`config.mk`:
```
export PLATFORM = sky130hd
export DESIGN_NAME = wb_to_axi4lite_master
export DESIGN_NICKNAME = d
export VERILOG_FILES = /design/src/rtl/wb2axi_pkg.sv /design/src/rtl/wb2axi_watchdog.sv /design/src/rtl/wb_to_axi4lite_master.sv
export SDC_FILE = /design/constraint.sdc
export NUM_CORES = 1
export LEC_CHECK = 0
export ABC_CLOCK_PERIOD_IN_PS = 5100
export BUFFER_PORTS_ARGS = -buffer_cell sky130_fd_sc_hd__buf_2
export CAP_MARGIN = 20
export CORE_UTILIZATION = 25
export CTS_CLUSTER_DIAMETER = 100
export DETAILED_ROUTE_END_ITERATION = 12
export SETUP_SLACK_MARGIN = 0.2
export SYNTH_ARGS = -nofsm -noshare
export SYNTH_HDL_FRONTEND = slang
export SYNTH_SLANG_ARGS = --single-unit
```
`constraint.sdc`:
```
create_clock -name aclk -period 5.1 [get_ports aclk]
set_clock_uncertainty 0.1 [all_clocks]
set_input_delay 1.02 -clock aclk [delete_from_list [all_inputs] [get_ports aclk]]
set_output_delay 1.02 -clock aclk [all_outputs]
set_load 0.005 [all_outputs]
```
`src/rtl/wb2axi_pkg.sv`:
```
// Shared types and constants for the Wishbone to AXI4-Lite master bridge.
// FSM state encoding, AXI response codes and the default protection value.
package wb2axi_pkg;

    typedef enum logic [1:0] {
        ST_IDLE  = 2'd0,
        ST_WRITE = 2'd1,
        ST_READ  = 2'd2,
        ST_RESP  = 2'd3
    } state_t;

    localparam logic [1:0] RESP_OKAY   = 2'b00;
    localparam logic [1:0] RESP_EXOKAY = 2'b01;
    localparam logic [1:0] RESP_SLVERR = 2'b10;
    localparam logic [1:0] RESP_DECERR = 2'b11;

    localparam logic [2:0] PROT_DEFAULT = 3'b000;

    // OKAY and EXOKAY complete with ack; SLVERR and DECERR complete with err.
    function automatic logic resp_is_ok(input logic [1:0] resp);
        return (resp == RESP_OKAY) || (resp == RESP_EXOKAY);
    endfunction

endpackage

```
`src/rtl/wb2axi_watchdog.sv`:
```
// Cycle counter that flags an unresponsive AXI slave after LIMIT busy cycles.
// Only instantiated when WB2AXI_WATCHDOG_EN is defined.
module wb2axi_watchdog #(
    parameter int unsigned LIMIT = 255
) (
    input  logic clk,
    input  logic rst_n,
    input  logic clear,
    input  logic enable,
    output logic expired
);

    localparam int unsigned CW = (LIMIT < 1) ? 1 : $clog2(LIMIT + 1);

    logic [CW-1:0] count;

    assign expired = (count == CW'(LIMIT));

    always_ff @(posedge clk or negedge rst_n) begin
        if (!rst_n) begin
            count <= '0;
        end else if (clear) begin
            count <= '0;
        end else if (enable && !expired) begin
            count <= count + 1'b1;
        end
    end

endmodule

```
`src/rtl/wb_to_axi4lite_master.sv`:
```
// Pipelined Wishbone slave to AXI4-Lite master bridge, one transaction at a time.
// Optional watchdog for unresponsive slaves is compiled in with WB2AXI_WATCHDOG_EN.
//   state    | meaning
//   ST_IDLE  | waiting for wb_cyc & wb_stb
//   ST_WRITE | AW/W issued, waiting for B
//   ST_READ  | AR issued, waiting for R
//   ST_RESP  | one-cycle ack/err pulse
module wb_to_axi4lite_master
    import wb2axi_pkg::*;
#(
    parameter int unsigned ADDR_WIDTH = 32,
    parameter int unsigned TIMEOUT    = 255
) (
    input  logic                  aclk,
    input  logic                  areset_n,
    input  logic                  wb_cyc,
    input  logic                  wb_stb,
    input  logic                  wb_we,
    input  logic [ADDR_WIDTH-1:0] wb_adr,
    input  logic [3:0]            wb_sel,
    input  logic [31:0]           wb_dat_i,
    output logic                  wb_ack,
    output logic                  wb_err,
    output logic                  wb_stall,
    output logic [31:0]           wb_dat_o,
    output logic                  awvalid,
    input  logic                  awready,
    output logic [ADDR_WIDTH-1:0] awaddr,
    output logic [2:0]            awprot,
    output logic                  wvalid,
    input  logic                  wready,
    output logic [31:0]           wdata,
    output logic [3:0]            wstrb,
    input  logic                  bvalid,
    output logic                  bready,
    input  logic [1:0]            bresp,
    output logic                  arvalid,
    input  logic                  arready,
    output logic [ADDR_WIDTH-1:0] araddr,
    output logic [2:0]            arprot,
    input  logic                  rvalid,
    output logic                  rready,
    input  logic [31:0]           rdata,
    input  logic [1:0]            rresp
);

    state_t                state, state_next;
    logic [ADDR_WIDTH-1:0] adr_q;
    logic [31:0]           dat_q;
    logic [3:0]            sel_q;
    logic [1:0]            resp_q;
    logic [31:0]           rdat_q;
    logic                  aw_done, w_done, abandoned;
    logic                  accept, busy, b_hs, r_hs, timeout;

    assign accept = (state == ST_IDLE) && wb_cyc && wb_stb;
    assign busy   = (state == ST_WRITE) || (state == ST_READ);
    assign b_hs   = bvalid && bready;
    assign r_hs   = rvalid && rready;

`ifdef WB2AXI_WATCHDOG_EN
    wb2axi_watchdog #(
        .LIMIT(TIMEOUT)
    ) u_watchdog (
        .clk    (aclk),
        .rst_n  (areset_n),
        .clear  (accept),
        .enable (busy),
        .expired(timeout)
    );
`else
    assign timeout = 1'b0;
`endif

    always_ff @(posedge aclk or negedge areset_n) begin
        if (!areset_n) begin
            state <= ST_IDLE;
        end else begin
            state <= state_next;
        end
    end

    // A response in the same cycle as the timeout takes priority.
    always_comb begin
        state_next = state;
        case (state)
            ST_IDLE:  if (accept) state_next = wb_we ? ST_WRITE : ST_READ;
            ST_WRITE: if (b_hs || timeout) state_next = ST_RESP;
            ST_READ:  if (r_hs || timeout) state_next = ST_RESP;
            ST_RESP:  state_next = ST_IDLE;
            default:  state_next = ST_IDLE;
        endcase
    end

    always_comb begin
        awvalid  = (state == ST_WRITE) && !aw_done;
        wvalid   = (state == ST_WRITE) && !w_done;
        bready   = (state == ST_WRITE);
        arvalid  = (state == ST_READ) && !aw_done;
        rready   = (state == ST_READ);
        wb_stall = (state != ST_IDLE);
        wb_ack   = (state == ST_RESP) && wb_cyc && !abandoned && resp_is_ok(resp_q);
        wb_err   = (state == ST_RESP) && wb_cyc && !abandoned && !resp_is_ok(resp_q);
    end

    // aw_done doubles as the AR handshake flag in READ.
    always_ff @(posedge aclk or negedge areset_n) begin
        if (!areset_n) begin
            adr_q     <= '0;
            dat_q     <= '0;
            sel_q     <= '0;
            resp_q    <= RESP_OKAY;
            rdat_q    <= '0;
            aw_done   <= 1'b0;
            w_done    <= 1'b0;
            abandoned <= 1'b0;
        end else begin
            if (accept) begin
                adr_q     <= wb_adr;
                dat_q     <= wb_dat_i;
                sel_q     <= wb_sel;
                aw_done   <= 1'b0;
                w_done    <= 1'b0;
                abandoned <= 1'b0;
            end else begin
                if ((awvalid && awready) || (arvalid && arready)) aw_done <= 1'b1;
                if (wvalid && wready) w_done <= 1'b1;
                if ((state != ST_IDLE) && !wb_cyc) abandoned <= 1'b1;
            end
            if (b_hs) begin
                resp_q <= bresp;
            end else if (r_hs) begin
                resp_q <= rresp;
                rdat_q <= rdata;
            end else if (busy && timeout) begin
                resp_q <= RESP_SLVERR;
            end
        end
    end

    assign awaddr   = adr_q;
    assign araddr   = adr_q;
    assign wdata    = dat_q;
    assign wstrb    = sel_q;
    assign awprot   = PROT_DEFAULT;
    assign arprot   = PROT_DEFAULT;
    assign wb_dat_o = rdat_q;

endmodule

```
* Yosys cells after proc, flatten, opt, wreduce, memory -nomap -nowiden
Cells that the tools add are included.
** Operators by class
- $add $sub $neg :: 0
- $mul :: 0
- Divide/modulo/power cells :: 0
- Magnitude comparators :: 0
- Eq/ne operators :: 7
- Shift operators :: 0
- Muxes and demuxes :: 13
- Bitwise logic cells :: 1
- Reduce and logical (&&, ||, !) cells :: 31
** Operators by type and width (count)
- $logic_and 1x1->1 :: 15
- $mux 2 :: 6
- $reduce_bool 2->1 :: 5
- $pmux 2 s4 :: 1
- $mux 1 :: 6
- $logic_not 1->1 :: 5
- $eq 2x1->1 const B :: 2
- $eq 2x2->1 const B :: 2
- $logic_not 2->1 :: 2
- $ne 2x1->1 const B :: 2
- $reduce_and 3->1 :: 1
- $logic_or 1x1->1 :: 2
- $ne 2x2->1 const B :: 1
- $reduce_and 2->1 :: 1
- $not 1->1 :: 1
** Word-level totals
- Bits in registers :: 107
- Bits in latches :: 0
- Memory bits (writable) :: 0
- Memory bits (read-only) :: 0
- Input bits :: 114
- Word-level logic and storage cells :: 61
- Memories :: 0

* Depth between registers and ports, before layout
- Depth in word-level cells :: 6
- Gate-level depth with buffers :: 6
- Gate-level depth less buffers :: 5

* Worst setup path after synthesis
Ideal clock, no wire load.
- Kind :: in2out
- Start point :: input port wb_cyc
- End point :: output port wb_err
- Arrival time :: 1.359 ns
- Data required time :: 3.980 ns
- Path slack :: 2.621 ns
- Stages on the path :: 2
- Cells stage by stage :: nor2b_1 -> and3_1
** On the way
- Longest elaborated chain between the ends :: 3
** RTL lines
- start: declaration :: line wb_to_axi4lite_master.sv:16 : input logic wb_cyc,
- $logic_and 1x1->1 (3 in a row) :: line wb_to_axi4lite_master.sv:103 : wb_err = (state == ST_RESP) && wb_cyc && !abandoned && !resp_is_ok(resp_q);
- end: declaration :: line wb_to_axi4lite_master.sv:23 : output logic wb_err,
No other way between the ends.

* Final worst setup path
Same ends and word-level chain as after synthesis.

==> flow_summary.yaml <==
timing:
  fin_crit_sh: 0.532
  final.setup.tns_ps: 0
  rsz0062_at_grt: "no"
  slew_headroom: 0.393
  setup_viol: 0
  fin_crit_ps: 2710
  finalHoldViolCount: 0
  tightestPinTransition_ps: 911
  slew_viol_final: 0
  fmax_ghz: 0.368
  hold_ws_ps: 380
clocking:
  cts_root_buf: "clkbuf_16"
  path_clk_slew_ps: 60
  htreeDepth: 3
  cts_hold_buf: 0
  cts_tree: "yes"
  clk_latency_ps: 330
  cts_resized: 0
  cts_setup_buffers: 0
  cts_sinks: 106
  ctsLongestPathBuffers: 2
  cts_buffers: 9
pwr:
  p_switching_uw: 1080
  clockPowerShare: 0.213
  power_switching_share: 0.304
  seqPwrFrac: 0.420
  power_uw: 3550
  power.density_nw_per_um2: 593
  intPower_uw: 2470
  p_comb_frac: 0.367
  max-vdd-ir-drop_mv: 0.225
  power_leakage_uw: 0.00302
run:
  cap_violations: 0
drt:
  drtAntennaViolNets: 0
  wirelength_um: 10100
  num_vias: 3086
  vias_per_cell: 4.14
  drc_errors: 0
  firstDrtPassIters: 4
  drt_iter0_markers: 84
  avgRoutedWirePerCell_um: 13.5
floorplan:
  die-width_um: 134
  num_io_pins: 260
  rows: 48
  fp.dieH_um: 134
  die_area_um2: 18100
  coreArea_um2: 17200
  start_util: 0.255
layout:
  post_route_cells_drive_above_1_share: 0.627
  nFillCells: 1723
  fin_nets: 634
  seqCellArea_um2: 2650
  final_cell_mix: "250 x buf_2, 106 x dfrtp_1, 52 x mux2_2"
  n_antenna_cell: 0
  layout_commonest_cell: "buf_2"
  multiInputGateArea_um2: 1390
  syn2layout_area_growth_pct: 36.2
logic_synthesis:
  ys_seq_area_frac: 0.605
  syn_area_um2: 4390
  ys_ff_latch: 106
  syn_area_per_cell_um2: 15.0
  netlist_instances: 292
  yosys_warnings: 0
  ys_types: 21
place:
  dp_hpwl_um: 7680
  gp_congestion: 0.703
  io_buffers: 251
global_route:
  grt_pass1_vias: 3197
  grtUsageMet3: 0.0312
  grt_antenna_before_repair: 0
  groute.layer.met2.usage: 0.196
  grt_pass1_wl_um: 15500
  busiest_layer: "met2"
  grt_usage: 0.111
  grt_max_degree: 71
  overflow: 0
  met1_usage: 0.122
critical_path:
  setup.worst_path.start_class: "input pin"
  worstPathMaxFanout: 3
  endpoint_kind: "output pin"
  crit_type: "input pin to output pin"
  critPathRequiredTime_ps: 3980
  cp_data_arrival_time_ps: 1590
outcome:
  outcome: "finished clean"
hold_path:
  hold_path.class: "flip-flop to flip-flop"
[area by class of cell]
cell class | instances | area share
clock buffer | 11 | 0.0406
sequential | 106 | 0.444
multi-input combinational | 138 | 0.232
clock inverter | 5 | 0.0142
inverter | 5 | 0.00314
tap | 225 | 0.0471
timing repair buffer | 255 | 0.219
[flip-flops by register name, indices dropped and copies added (netlist names)]
name       count
abandoned      1
araddr        32
aw_done        1
resp_q         1
state          2
w_done         1
wb_dat_o      32
wdata         32
wstrb          4
[cells in the mapped netlist]
master	number	area [um2]
mux2_2	52	586
buf_2	7	35.0
a21oi_1	3	15.0
nor2_2	1	6.26
nor2b_1	4	25.0
ha_1	5	62.6
buf_4	38	285
buf_6	3	33.8
a21oi_4	1	16.3
mux2_1	48	541
nand2_1	6	22.5
mux2i_1	4	40.0
inv_1	3	11.3
dfrtp_1	106	2650
inv_2	2	7.51
conb_1	1	3.75
o21ai_0	1	5.00
and3_1	1	6.26
nor2_1	4	15.0
a222oi_1	1	10.0
a221oi_1	1	8.76
[power groups by stage]
stage / Sequential (uW) / Clock (uW) / Combinational, uW
after global placement: 1480 / 0 / 1290
final: 1490 / 754 / 1300
after detailed placement: 1510 / 0 / 1320
after CTS: 1500 / 790 / 1320
after global routing: 1550 / 816 / 1440
after floorplan: 1540 / 0 / 736
[final timing paths]
check	startpoint	to	slack (ps)	depth (start not counted)
worst max-delay path	wb_cyc	wb_err	2390	4
worst min-delay path	wb_dat_o[16]$_DFFE_PN0P_	wb_dat_o[16]$_DFFE_PN0P_	380	1
worst max register to register	state[0]$_DFFE_PN0P_	araddr[8]$_DFFE_PN0P_	2790	6
worst min register to register	wb_dat_o[16]$_DFFE_PN0P_	wb_dat_o[16]$_DFFE_PN0P_	380	1
max in group asynchronous	areset_n	wb_dat_o[7]$_DFFE_PN0P_	3540	2
min in group asynchronous	areset_n	araddr[14]$_DFFE_PN0P_	490	1
[kinds of logic after synthesis]
| family | share of synthesized area |
|---|---|
| mux | 0.266 |
| compound gates | 0.0125 |
| buf+inv | 0.0850 |
| flops | 0.605 |
| simple gates | 0.0171 |
| other cells | 0.000855 |
| fa+ha+maj | 0.0143 |
[worst max-delay path, cell delays in order]
cell     delay (ps)
buf_2            90
nor2b_1         180
and3_1          180
buf_2           110
[stage by stage]
| stage | cells | worst slack (ps) | cell area, um2 | utilization |
|---|---|---|---|---|
| 2_1_floorplan | 297 | 2620 | 4410 | - |
| 3_3_place_gp | 728 | 2300 | 5620 | 0.326 |
| 3_5_place_dp | 728 | 2260 | 5620 | 0.326 |
| 4_1_cts | 744 | 2380 | 5950 | 0.345 |
| 5_1_grt | 745 | 2290 | 5980 | 0.347 |
| 6_report | 745 | 2390 | 5980 | 0.347 |
[per-layer routing]
metal	wire length, um	vias up
met5	0	-
met4	259	0
met3	676	17
met2	5280	139
met1	3850	1530
li1	-	1400
No activity file was read; power rests on OpenSTA's default activity.
